File: src/rtl/crop_window_packer.sv
// Repacks the crop stage's sparse pixel/valid stream into a dense window stream
// tagged with window coordinates and frame markers, buffered in a show-ahead FIFO.
module crop_window_packer #(
    parameter int DATA_WIDTH  = 8,
    parameter int CROP_WIDTH  = 200,
    parameter int CROP_HEIGHT = 200,
    parameter int FIFO_DEPTH  = 16
) (
    input  logic                  clk,
    input  logic                  rst_n,
    input  logic                  frame_start,
    input  logic [DATA_WIDTH-1:0] in_pixel,
    input  logic                  in_valid,
    output logic [DATA_WIDTH-1:0] m_pixel,
    output logic [9:0]            m_x,
    output logic [9:0]            m_y,
    output logic                  m_sof,
    output logic                  m_eol,
    output logic                  m_eof,
    output logic                  m_valid,
    input  logic                  m_ready,
    output logic                  frame_done,
    output logic                  overflow,
    output logic                  short_frame
);

    localparam int AW = $clog2(FIFO_DEPTH);
    localparam logic [9:0] X_LAST = 10'(CROP_WIDTH - 1);
    localparam logic [9:0] Y_LAST = 10'(CROP_HEIGHT - 1);

    typedef enum logic [1:0] {
        WAIT_SOF = 2'd0,
        PACK     = 2'd1,
        FLUSH    = 2'd2
    } state_t;

    typedef struct packed {
        logic [DATA_WIDTH-1:0] pixel;
        logic [9:0]            x;
        logic [9:0]            y;
        logic                  sof;
        logic                  eol;
        logic                  eof;
    } entry_t;

    state_t      state;
    state_t      state_next;
    logic [9:0]  wx;
    logic [9:0]  wy;
    logic [9:0]  cur_x;
    logic [9:0]  cur_y;
    logic        restart;
    logic        push_req;
    logic        push;
    logic        pop;
    logic        drop;
    logic        eol_cur;
    logic        eof_cur;
    logic        eof_write;
    logic        full;
    logic        empty;
    logic [AW:0] wptr;
    logic [AW:0] rptr;
    entry_t      wr_entry;
    entry_t      head;
    entry_t      mem [FIFO_DEPTH];

    // State register
    always_ff @(posedge clk) begin
        if (!rst_n) state <= WAIT_SOF;
        else        state <= state_next;
    end

    // Next-state logic
    always_comb begin
        state_next = state;
        case (state)
            WAIT_SOF: if (frame_start) state_next = PACK;
            PACK: begin
                // A frame_start landing on the eof write opens the next frame directly.
                if (eof_write && (restart || !frame_start)) state_next = FLUSH;
            end
            FLUSH: begin
                if (frame_start) state_next = PACK;
                else if (empty)  state_next = WAIT_SOF;
            end
            default: state_next = WAIT_SOF;
        endcase
    end

    // Output / datapath control
    always_comb begin
        push_req   = (state == PACK) && in_valid;
        restart    = (state == PACK) && frame_start && !(in_valid && wx == X_LAST && wy == Y_LAST);
        cur_x      = restart ? 10'd0 : wx;
        cur_y      = restart ? 10'd0 : wy;
        eol_cur    = (cur_x == X_LAST);
        eof_cur    = eol_cur && (cur_y == Y_LAST);
        eof_write  = push_req && eof_cur;
        pop        = !empty && m_ready;
        push       = push_req && (!full || pop);
        drop       = push_req && full && !pop;
        frame_done = (state == FLUSH) && empty && !frame_start;
        wr_entry   = '{pixel: in_pixel, x: cur_x, y: cur_y,
                       sof: (cur_x == 10'd0) && (cur_y == 10'd0),
                       eol: eol_cur, eof: eof_cur};
    end

    // Counters advance even when the pixel is dropped so geometry stays aligned.
    always_ff @(posedge clk) begin
        if (!rst_n || state != PACK || eof_write) begin
            wx <= 10'd0;
            wy <= 10'd0;
        end else if (push_req) begin
            if (eol_cur) begin
                wx <= 10'd0;
                wy <= cur_y + 10'd1;
            end else begin
                wx <= cur_x + 10'd1;
                wy <= cur_y;
            end
        end else if (restart) begin
            wx <= 10'd0;
            wy <= 10'd0;
        end
    end

    always_ff @(posedge clk) begin
        if (!rst_n) begin
            overflow    <= 1'b0;
            short_frame <= 1'b0;
        end else begin
            overflow    <= overflow | drop;
            short_frame <= short_frame | restart;
        end
    end

    always_ff @(posedge clk) begin
        if (!rst_n) begin
            wptr <= '0;
            rptr <= '0;
        end else begin
            if (push) wptr <= wptr + (AW+1)'(1);
            if (pop)  rptr <= rptr + (AW+1)'(1);
        end
    end

    always_ff @(posedge clk) begin
        if (push) mem[wptr[AW-1:0]] <= wr_entry;
    end

    // Handshake: the head entry transfers on any edge where m_valid && m_ready;
    // while m_valid=1 and m_ready=0 the head and all m_* stay unchanged.
    assign empty   = (wptr == rptr);
    assign full    = (wptr[AW] != rptr[AW]) && (wptr[AW-1:0] == rptr[AW-1:0]);
    assign head    = mem[rptr[AW-1:0]];
    assign m_valid = !empty;
    assign m_pixel = empty ? '0    : head.pixel;
    assign m_x     = empty ? 10'd0 : head.x;
    assign m_y     = empty ? 10'd0 : head.y;
    assign m_sof   = !empty && head.sof;
    assign m_eol   = !empty && head.eol;
    assign m_eof   = !empty && head.eof;

endmodule

File: config.mk
export PLATFORM = sky130hd
export DESIGN_NAME = crop_window_packer
export DESIGN_NICKNAME = d
export VERILOG_FILES = /design/src/rtl/crop_window_packer.sv
export SDC_FILE = /design/constraint.sdc
export NUM_CORES = 1
export LEC_CHECK = 0
export ABC_AREA = 1
export ABC_CLOCK_PERIOD_IN_PS = 4200
export BUFFER_PORTS_ARGS = -buffer_cell sky130_fd_sc_hd__buf_2
export CAP_MARGIN = 20
export CORE_MARGIN = 8
export CORE_UTILIZATION = 36
export DETAILED_ROUTE_END_ITERATION = 8
export GPL_TIMING_DRIVEN = 1
export HOLD_SLACK_MARGIN = 0.06
export SLEW_MARGIN = 20
export SYNTH_ARGS = -nofsm -noshare
export SYNTH_HDL_FRONTEND = slang
export SYNTH_SLANG_ARGS = --single-unit
export TNS_END_PERCENT = 100
File: constraint.sdc
create_clock -name clk -period 4.2 [get_ports clk]
set_clock_uncertainty 0.2 [all_clocks]
set_input_delay 0.42 -clock clk [delete_from_list [all_inputs] [get_ports clk]]
set_output_delay 0.42 -clock clk [all_outputs]
set_load 0.01 [all_outputs]
==> reports/qor.yml, run 1 <==
yosys:
  syn_area_um2: 21900
  seq_area_frac_synth_pct: 71.6
  synthesis.nets: 1666
  ys_types: 36
  synth_top_area_share_pct: 68.1
  ys.flop_type: "edfxtp_1"
  synth_area_leaders: "edfxtp_1, mux2i_1, o211ai_1, a21oi_1, dfxtp_1"
  synth-edff-count: 496
  postSynthCellCount: 1644
  syn_avg_cell_area_um2: 13.3
  synth-async-reset-ratio_pct: 0
  ys_warn_count: 0
  ys_ff_latch: 534
  synth.largest_area_cell: "edfxtp_1"
cts:
  numCtsBuffers: 54
  cts.sinks: 534
  root_buffer: "clkbuf_16"
  cts_tree: "built"
  cts_buffer_depth: 3
  path_clk_slew_ps: 60
  cts_setup_buffers: 0
  clk_latency_ps: 600
  cts.htree.levels: 2
die:
  die_area_um2: 68900
  start_util_pct: 36.3
  die_y_um: 262
  io-pin-count: 48
  rows: 90
  design.core.area_um2: 60200
  die_x_um: 262
final_layout:
  fin_nets: 1740
  layout_common_cells: "edfxtp_1, inv_1, a21oi_1"
  n_antenna_cell: 0
  nFillCells: 5441
  regArea_um2: 15700
  final_area_um2: 25300
  final_common_cell: "edfxtp_1"
  multi_input_area_um2: 5250
  areaGrowthSynthToFinish_pct: 15.7
  drive_gt1_share_pct: 12.3
power_and_ir_drop:
  p_per_area_nw_per_um2: 481
  ir_drop_mv: 0.298
  leakagePower_nw: 8.46
global_routing:
  grt_pass1_wl_um: 81200
  grt_max_degree: 84
  grt_pass1_vias: 13001
  grt-ovfl-total: 0
  antenna_found_initial: 0
  grtUsageTotal_pct: 15.1
placement:
  port_buffers: 47
  dpl-instance-area_um2: 23400
  gp_congestion: 0.857
  hpwl_um: 29800
flow_run:
  cap_violations: 0
worst_setup_path:
  endpoint_kind: "flop"
  start_kind: "flop"
  crit_fanout: 19
  worst_ep_arrival_time_ps: 3750
  cp.required_ps: 4430
  critPathKind: "reg2reg"
routing:
  vias: 13320
  ant_nets: 0
  detail_route.wl_per_cell_um: 21.1
  routed_wl_um: 53700
  drc_errors: 0
  firstDrtPassIters: 6
  viasPerCell: 5.23
  initialDrtViolationCount: 1143
timing:
  hold_violations: 0
  rsz0062_at_grt: "false"
  clock.fmax_ghz: 0.285
  finalCritPeriodShare_pct: 83.7
  setup_viol: 0
  max_slew_margin_pct: 33.3
  worstMarginPinSlew_ps: 1000
  fin_crit_ps: 3510
  tns_ps: 0
  maxSlewViolCount: 0
worst_hold_path:
  hold_path_class: "in2reg"
outcome:
  status: "finished, final reports clean"
registers in the layout, indices dropped and copies added, names as in the netlist, named ones only:
signal	cells
wptr	5
wy	10
mem	496
rptr	5
overflow	1
wx	10
state	2
short_frame	1
cell usage after synthesis (2+ instances only):
master / n
nor2_1: 69
xor2_1: 9
nor3b_1: 2
clkbuf_1: 60
nand2_2: 3
dfxtp_1: 38
nand3_1: 82
ha_1: 9
inv_1: 180
o21ai_0: 142
nand2_1: 57
nand4_1: 9
edfxtp_1: 496
buf_1: 17
nor2_2: 2
nand3_4: 2
a21oi_1: 176
buf_2: 15
inv_2: 5
nor2_4: 2
mux2i_1: 124
o211ai_1: 124
nor3_1: 8
final cells by class:
cell class                 instances  share of cell area [%]
timing repair buffer             113                    3.82
tap                              782                    3.87
clock buffer                      66                    5.60
inverter                         185                    2.75
clock inverter                    35                    1.33
multi-input combinational        830                    20.7
sequential                       534                    61.9
layer usage:
metal / routed length [um] / track usage [%]
met2: 25100 / 24.5
met1: 24300 / 20.7
met4: 1130 / 3.86
met3: 3150 / 2.94
met5: 0 / 0
power breakdown:
group          leakage (nW)  internal (W)  switching [W]
Clock                 0.857       0.00272        0.00202
Sequential             4.63       0.00578      0.0000428
Combinational          2.97      0.000553        0.00105
cells by family after synthesis:
logic type               synth area share (%)
AO/OA/AOI/OAI                            11.7
XOR/XNOR                                0.360
adder cells (fa/ha/maj)                 0.515
buffers and inverters                    4.95
flip-flops                               71.6
multiplexers                             5.68
AND/OR/NAND/NOR                          5.24
critical path, stage by stage, from the launching register on:
cell	delay (ps)
dfxtp_1	330
nor2_1	180
nand3_1	110
nor2_1	140
nand3_1	130
nand2_4	230
nand2_1	160
inv_1	90
buf_4	210
ha_1	240
and3_1	200
nand4_2	170
nor2_4	200
buf_4	250
inv_1	80
nor3_1	170
buf_4	250
worst paths after layout:
kind	start	end	slack, ps	depth (start not counted)
min reg2reg	wptr[4]$_SDFFE_PN0P_	wptr[4]$_SDFFE_PN0P_	270	1
max reg2reg	wx[4]$_SDFF_PP0_	mem[14][0]$_DFFE_PP_	690	16
max	wx[4]$_SDFF_PP0_	mem[14][0]$_DFFE_PP_	690	16
min	m_ready	flop	110	4
metrics by stage:
step                total power [W]  util [%]  worst slack, ps  std cells  hold slack [ps]
floorplan                   0.00698         -              390       1644              242
global placement            0.00754      38.9              713       2432              256
detailed placement          0.00755      38.9              705       2432              260
CTS                          0.0123      42.0              624       2544             76.5
global route                 0.0126      42.0              368       2545              143
finish                       0.0122      42.0              685       2545              113
what timing repair did:
item | in CTS | in global routing
hold buffers | 11 | 0
hold endpoints to repair | 142 | 0
gates resized for setup | 0 | 0
No activity file was read; power rests on OpenSTA's default activity.
==> run 2, diff against run 1 <==
--- a/config.mk
+++ b/config.mk
@@ -6,7 +6,7 @@
 export NUM_CORES = 1
 export LEC_CHECK = 0
 export ABC_AREA = 1
-export ABC_CLOCK_PERIOD_IN_PS = 4200
+export ABC_CLOCK_PERIOD_IN_PS = 3260
 export BUFFER_PORTS_ARGS = -buffer_cell sky130_fd_sc_hd__buf_2
 export CAP_MARGIN = 20
 export CORE_MARGIN = 8
==> constraint.sdc (replaced) <==
create_clock -name clk -period 3.26 [get_ports clk]
set_clock_uncertainty 0.2 [all_clocks]
set_input_delay 0.326 -clock clk [delete_from_list [all_inputs] [get_ports clk]]
set_output_delay 0.326 -clock clk [all_outputs]
set_load 0.01 [all_outputs]
==> run 2 against run 1 <==
Compared with the run above:
- clock-buffer cell count increased by 1
- sequential share of layout area down 0.63 points
- routed wire length is 1.1% higher
- final cell count up 0.83%
- critical path depth fell by 10
- register-to-register slack worse by 450 ps
- first-iteration DRC count is 9.1% higher
- critical endpoint is now m_y[0]
- largest power group unchanged
- highest routed layer unchanged
==> reports/qor.yml, run 2 (same netlist as run 1, synthesis figures left out) <==
final_layout:
  fin_nets: 1759  # was 1740
  stdcell_count: 2566  # was 2545
  layout_common_cells: "edfxtp_1, inv_1, a21oi_1"  # unchanged
  largest_reg_flops: 496  # unchanged
  final_common_cell: "edfxtp_1"  # unchanged
  drive_gt1_share_pct: 13.4  # was 12.3%
  areaGrowthSynthToFinish_pct: 16.9  # was 15.7%
global_routing:
  grt-ovfl-total: 0  # unchanged
  grtUsageTotal_pct: 15.2  # was 15.1%
  grt_pass1_wl_um: 81400  # was 81200 um
  grt_max_degree: 68  # was 84
  grt_pass1_vias: 13154  # was 13001
  antenna_found_initial: 2  # was 0
worst_setup_path:
  endpoint_kind: "output pin"  # was flop
  worst_ep_arrival_time_ps: 2610  # was 3750 ps
  crit_fanout: 44  # was 19
  critPathKind: "reg2out"  # was reg2reg
  start_kind: "flop"  # unchanged
  cp.required_ps: 2730  # was 4430 ps
timing:
  maxSlewViolCount: 0  # unchanged
  hold_violations: 0  # unchanged
  max_slew_margin_pct: 34.1  # was 33.3%
  rsz0062_at_grt: "false"  # unchanged
  worstMarginPinSlew_ps: 989  # was 1000 ps
  clock.fmax_ghz: 0.319
  worst_hold_slack_ps: 269  # was 113 ps
  fin_crit_ps: 3140
  setup_viol: 0  # unchanged
  tns_ps: 0  # unchanged
  finalCritPeriodShare_pct: 96.3
routing:
  ant_nets: 0  # unchanged
  vias: 13439  # was 13320
  detail_route.wl_per_cell_um: 21.1  # about the same
  firstDrtPassIters: 7  # was 6
  viasPerCell: 5.24  # was 5.23
  initialDrtViolationCount: 1247  # was 1143
  routed_wl_um: 54200  # was 53700 um
  drc_errors: 0  # unchanged
die:
  io-pin-count: 48  # unchanged
  die_area_um2: 68900  # unchanged
  die_x_um: 262  # unchanged
  start_util_pct: 36.3  # unchanged
  rows: 90  # unchanged
  design.core.area_um2: 60200  # unchanged
  die_y_um: 262  # unchanged
placement:
  hpwl_um: 28900  # was 29800 um
  port_buffers: 47  # unchanged
  dp.cells: 2446  # was 2432
  gp_congestion: 0.842  # was 0.857
power_and_ir_drop:
  power.total_w: 0.0159  # was 0.0122 W
  p_per_area_nw_per_um2: 621  # was 481 nW/um2
  ir_drop_mv: 0.600  # was 0.298 mV
  leakagePower_nw: 8.59  # was 8.46 nW
cts:
  cts.htree.levels: 2  # unchanged
  numCtsBuffers: 56  # was 54
  clk_latency_ps: 590  # was 600 ps
  path_clk_slew_ps: 60  # about the same
  cts_buffer_depth: 3  # unchanged
  cts_tree: "built"  # unchanged
  cts.sinks: 534  # unchanged
  root_buffer: "clkbuf_16"  # unchanged
flow_run:
  cap_violations: 0  # unchanged
outcome:
  status: "finished, final reports clean"  # unchanged
worst_hold_path:
  hold_path_class: "reg2reg"  # was in2reg
==> run 2: cell count changes in the layout (fill, tap and decap cells not counted), sizes merged <==
cell and change:
buf +15, bufinv +1, clkbuf +1, clkinv -1, clkinvlp +1, diode +2
dlygate4sd3 +2
==> run 2: path summary, 6_finish.rpt <==
path	start	to	slack (ps)	cells past startpoint
setup reg to reg	wx[4]$_SDFF_PP0_	wy[4]$_SDFF_PP0_	240	16
hold / removal	overflow$_SDFF_PN0_	overflow$_SDFF_PN0_	270	2
setup / recovery	flop	m_y[0]	120	6
hold reg to reg	overflow$_SDFF_PN0_	overflow$_SDFF_PN0_	270	2
==> run 2: layout make-up <==
class,count,area [um2]
clock buffer,67,1440
inverter,185,697
tap,782,978
clock inverter,36,342
antenna,2,5.00
multi-input combinational,830,5270
sequential,534,15700
fill,5446,34700
timing repair buffer,130,1170
==> run 2: stage by stage <==
step	utilization [%]	setup slack [ps]	area (um2)
after floorplan	-	-129	21900
after global placement	39.2	337	23600
after detailed placement	39.2	278	23600
after CTS	42.4	22.0	25500
after global routing	42.4	5.33	25600
final	42.4	122	25600
==> run 2: critical path, cell delays in order, from the launching register on <==
cell      delay, ps
dfxtp_4         540
inv_4           240
buf_6           300
o211ai_1        250
nand3_1         110
a21oi_1         340
buf_2           210
==> run 2: per-layer routing <==
metal	up-vias	GRT usage [%]	share of wire, %
li1	6250	-	-
met1	6748	20.9	46
met2	356	24.6	46
met3	85	2.58	5.4
met4	0	4.15	2.0
met5	-	0	0
==> run 2: repair_timing <==
| item | in CTS | in global routing |
|---|---|---|
| hold endpoints to repair | 162 | 0 |
| hold buffers | 13 | 0 |
| endpoints found under the setup margin | 14 | 9 |
| buffers inserted | 1 | 1 |
| gates resized for setup | 1 | 2 |
==> run 2: where the power goes <==
group          switching, W  internal [W]  total (W)
Clock               0.00262       0.00362    0.00624
Combinational       0.00135      0.000770    0.00212
Sequential        0.0000678       0.00745    0.00752
==> run 3, diff against run 2 <==
--- a/config.mk
+++ b/config.mk
@@ -5,7 +5,6 @@
 export SDC_FILE = /design/constraint.sdc
 export NUM_CORES = 1
 export LEC_CHECK = 0
-export ABC_AREA = 1
 export ABC_CLOCK_PERIOD_IN_PS = 3260
 export BUFFER_PORTS_ARGS = -buffer_cell sky130_fd_sc_hd__buf_2
 export CAP_MARGIN = 20
==> run 3 against run 2 <==
Compared with the run above:
- global-route usage down 1.3 points
- routed wire length down 14%
- hold slack worse by 150 ps
- sequential share of layout area up 1.8 points
- highest routed layer unchanged
- combinational power down 51%
- non-clock buffer count down 5
- total power down 9.7%
- area after synthesis down 3.0%
==> reports/qor.yml, run 3 <==
timing:
  clock.fmax_ghz: 0.312  # was 0.319 GHz
  finalCritPeriodShare_pct: 98.3  # was 96.3%
  setup_viol: 0  # unchanged
  worst_hold_slack_ps: 119  # was 269 ps
  hold_violations: 0  # unchanged
  fin_crit_ps: 3210  # was 3140 ps
  maxSlewViolCount: 0  # unchanged
  max_slew_margin_pct: 50.7  # was 34.1%
  worstMarginPinSlew_ps: 740  # was 989 ps
  rsz0062_at_grt: "true"  # was false
power_and_ir_drop:
  switchingPower_w: 0.00307  # was 0.00403 W
  p_seq_share_pct: 52.1  # was 47.4%
  switching_share_pct: 21.4  # was 25.4%
  cellInternalPower_w: 0.0113  # was 0.0118 W
  p_per_area_nw_per_um2: 577  # was 621 nW/um2
  leakagePower_nw: 7.55  # was 8.59 nW
  ir_drop_mv: 0.445  # was 0.600 mV
  clkPwrFrac_pct: 40.7  # was 39.3%
  p_comb_share_pct: 7.2  # was 13.3%
cts:
  numCtsBuffers: 54  # was 56
  path_clk_slew_ps: 60  # about the same
  cts_buffer_depth: 3  # unchanged
  root_buffer: "clkbuf_16"  # unchanged
  cts_tree: "built"  # unchanged
  cts.sinks: 534  # unchanged
  cts.htree.levels: 2  # unchanged
  clk_latency_ps: 590  # about the same
yosys:
  synth-async-reset-ratio_pct: 0  # unchanged
  synth.most_common_cell: "edfxtp_1"  # unchanged
  synth.largest_area_cell: "edfxtp_1"  # unchanged
  ys_warn_count: 0  # unchanged
  synth_commonest_cells: "edfxtp_1, mux4_2, a211oi_1, dfxtp_1, nor2b_1"  # was edfxtp_1, inv_1, a21oi_1, o21ai_0
  ys_ff_latch: 534  # unchanged
  synth_top_area_share_pct: 70.2  # was 68.1%
  syn_area_um2: 21200  # was 21900 um2
  seq_area_frac_synth_pct: 73.8  # was 71.6%
  synthesis.nets: 1094  # was 1666
  ys.flop_type: "edfxtp_1"  # unchanged
  ys_types: 51  # was 36
  synth_area_leaders: "edfxtp_1, mux4_2, dfxtp_1, a211oi_1, mux2i_1"  # was edfxtp_1, mux2i_1, o211ai_1, a21oi_1, dfxtp_1
  syn_avg_cell_area_um2: 19.8  # was 13.3 um2
  postSynthCellCount: 1072  # was 1644
  synth-edff-count: 496  # unchanged
outcome:
  status: "finished, final reports clean"  # unchanged
routing:
  routed_wl_um: 46700  # was 54200 um
  detail_route.wl_per_cell_um: 23.2  # was 21.1 um
  drc_errors: 0  # unchanged
  ant_nets: 0  # unchanged
  initialDrtViolationCount: 934  # was 1247
  firstDrtPassIters: 4  # was 7
  vias: 10613  # was 13439
  viasPerCell: 5.28  # was 5.24
die:
  die_x_um: 259  # was 262 um
  die_area_um2: 66900  # was 68900 um2
  io-pin-count: 48  # unchanged
  design.core.area_um2: 58700  # was 60200 um2
  start_util_pct: 36.1  # was 36.3%
  die_y_um: 259  # was 262 um
  rows: 89  # was 90
global_routing:
  grt_use_met1_pct: 19.1  # was 20.9%
  grt_use_met2_pct: 22.6  # was 24.6%
  antenna_found_initial: 1  # was 2
  grt_pass1_wl_um: 70300  # was 81400 um
  grtUsageTotal_pct: 13.9  # was 15.2%
  busiest_layer: "met2"  # unchanged
  use_met3_pct: 2.75  # was 2.58%
  grt-ovfl-total: 0  # unchanged
  grt_max_degree: 34  # was 68
  grt_pass1_vias: 10905  # was 13154
final_layout:
  final_common_cell: "edfxtp_1"  # unchanged
  n_antenna_cell: 0  # was 2
  stdcell_count: 2011  # was 2566
  areaGrowthSynthToFinish_pct: 17.2  # was 16.9%
  drive_gt1_share_pct: 28.8  # was 13.4%
  nFillCells: 5063  # was 5446
  final_area_um2: 24900  # was 25600 um2
  largest_reg_flops: 496  # unchanged
  fin_nets: 1214  # was 1759
  post-route-util_pct: 42.4  # about the same
  layout_common_cells: "edfxtp_1, mux4_2, a211oi_1"  # was edfxtp_1, inv_1, a21oi_1
worst_hold_path:
  hold_path_class: "in2reg"  # was reg2reg
worst_setup_path:
  cp_slowest_stage_delay_ps: 530  # was 540 ps
  worst_ep_arrival_time_ps: 2680  # was 2610 ps
  endpoint_kind: "output pin"  # unchanged
  r2r_slack_ps: 320  # was 240 ps
  start_kind: "flop"  # unchanged
  crit_chain: "xor2_1 -> nor4_4 -> and2_2 -> buf_12 -> a211oi_1 -> buf_2"  # was inv_4 -> buf_6 -> o211ai_1 -> nand3_1 -> a21oi_1 -> buf_2
  critPathKind: "reg2out"  # unchanged
  cp.required_ps: 2730  # about the same
  worst_path_max_delay_cell: "dfxtp_1"  # was dfxtp_4
  crit_fanout: 33  # was 44
flow_run:
  cap_violations: 0  # unchanged
placement:
  port_buffers: 47  # unchanged
  gp_congestion: 0.772  # was 0.842
  dpl-instance-area_um2: 23000  # was 23600 um2
  dp.cells: 1890  # was 2446
  hpwl_um: 24900  # was 28900 um
==> run 3: cell count changes after synthesis, sizes merged, moves of 70 or more <==
cell / before / now
inv: 185 / 13
a21oi: 176 / 13
o21ai: 142 / 2
mux2i: 124 / 35
o211ai: 124 / 0
nand3: 84 / 14
mux4: 0 / 124
==> run 3: area by class of cell <==
cell class,instances,area [um2],area share (%)
clock buffers,72,1510,6.09
multi-input cells,464,5310,21.4
clock inverters,30,170,0.685
inverters,13,48.8,0.196
well taps,773,967,3.89
repair buffers,125,1180,4.75
flip-flops and latches,534,15700,63.0
==> run 3: worst paths after layout <==
path                               start                endpoint  cells past startpoint
setup / recovery    wptr[2]$_SDFFE_PN0P_                  m_x[9]                      6
hold / removal                  in_valid        wx[1]$_SDFF_PP0_                      4
setup reg to reg        wy[8]$_SDFF_PP0_        wy[0]$_SDFF_PP0_                     11
hold reg to reg   short_frame$_SDFF_PN0_  short_frame$_SDFF_PN0_                      2
==> run 3: what timing repair did <==
item / in CTS / in global routing
hold buffers: 11 / 0
setup endpoints to repair: 16 / 46
gates resized for setup: 0 / 6
buffers inserted: 1 / 5
cloned: 0 / 1
hold endpoints to repair: 146 / 0
pin swaps: 1 / 1
==> run 3: metal layers <==
layer | share of wire [%] | wire [um] | vias to the layer above
li1 | - | - | 4655
met1 | 45 | 20800 | 5648
met2 | 48 | 22600 | 244
met3 | 4.9 | 2310 | 66
met4 | 2.1 | 965 | 0
met5 | 0 | 0 | -
==> run 3: cell families (layout without fill, tap and decap cells) <==
group | Yosys count | count (layout) | share of synthesized area [%]
DFF | 534 | 534 | 73.8
and+or+nand+nor | 180 | 180 | 5.12
muxes | 159 | 159 | 14.8
AOI/OAI and AO/OA | 93 | 93 | 3.24
buffers and inverters | 74 | 240 | 1.52
xor gates and xnor gates | 23 | 23 | 0.950
adders and majority gates | 9 | 9 | 0.531
==> run 3: critical path: cells and delay by family, from the launching register on <==
kind            cells  cell delay [ps]
flops               1              530
compound gates      1              490
buf+inv             2              430
simple gates        2              320
xor+xnor            1              290
==> run 3: power groups by stage <==
stage / combinational (W) / sequential [W] / clock, W
3_3_place_gp: 0.000999 / 0.00761 / 0
2_1_floorplan: 0.000683 / 0.00759 / 0
4_1_cts: 0.00103 / 0.00746 / 0.00597
5_1_grt: 0.00113 / 0.00746 / 0.00624
3_5_place_dp: 0.00101 / 0.00761 / 0
6_report: 0.00104 / 0.00746 / 0.00584
==> run 3: through the flow <==
| step | TNS (ps) | power (W) | setup slack [ps] |
|---|---|---|---|
| after floorplan | 0 | 0.00827 | 6.30 |
| after global placement | 0 | 0.00861 | 160 |
| after detailed placement | 0 | 0.00862 | 39.1 |
| after CTS | 0 | 0.0145 | 4.32 |
| after global routing | -52.0 | 0.0148 | -29.7 |
| final | 0 | 0.0143 | 54.1 |
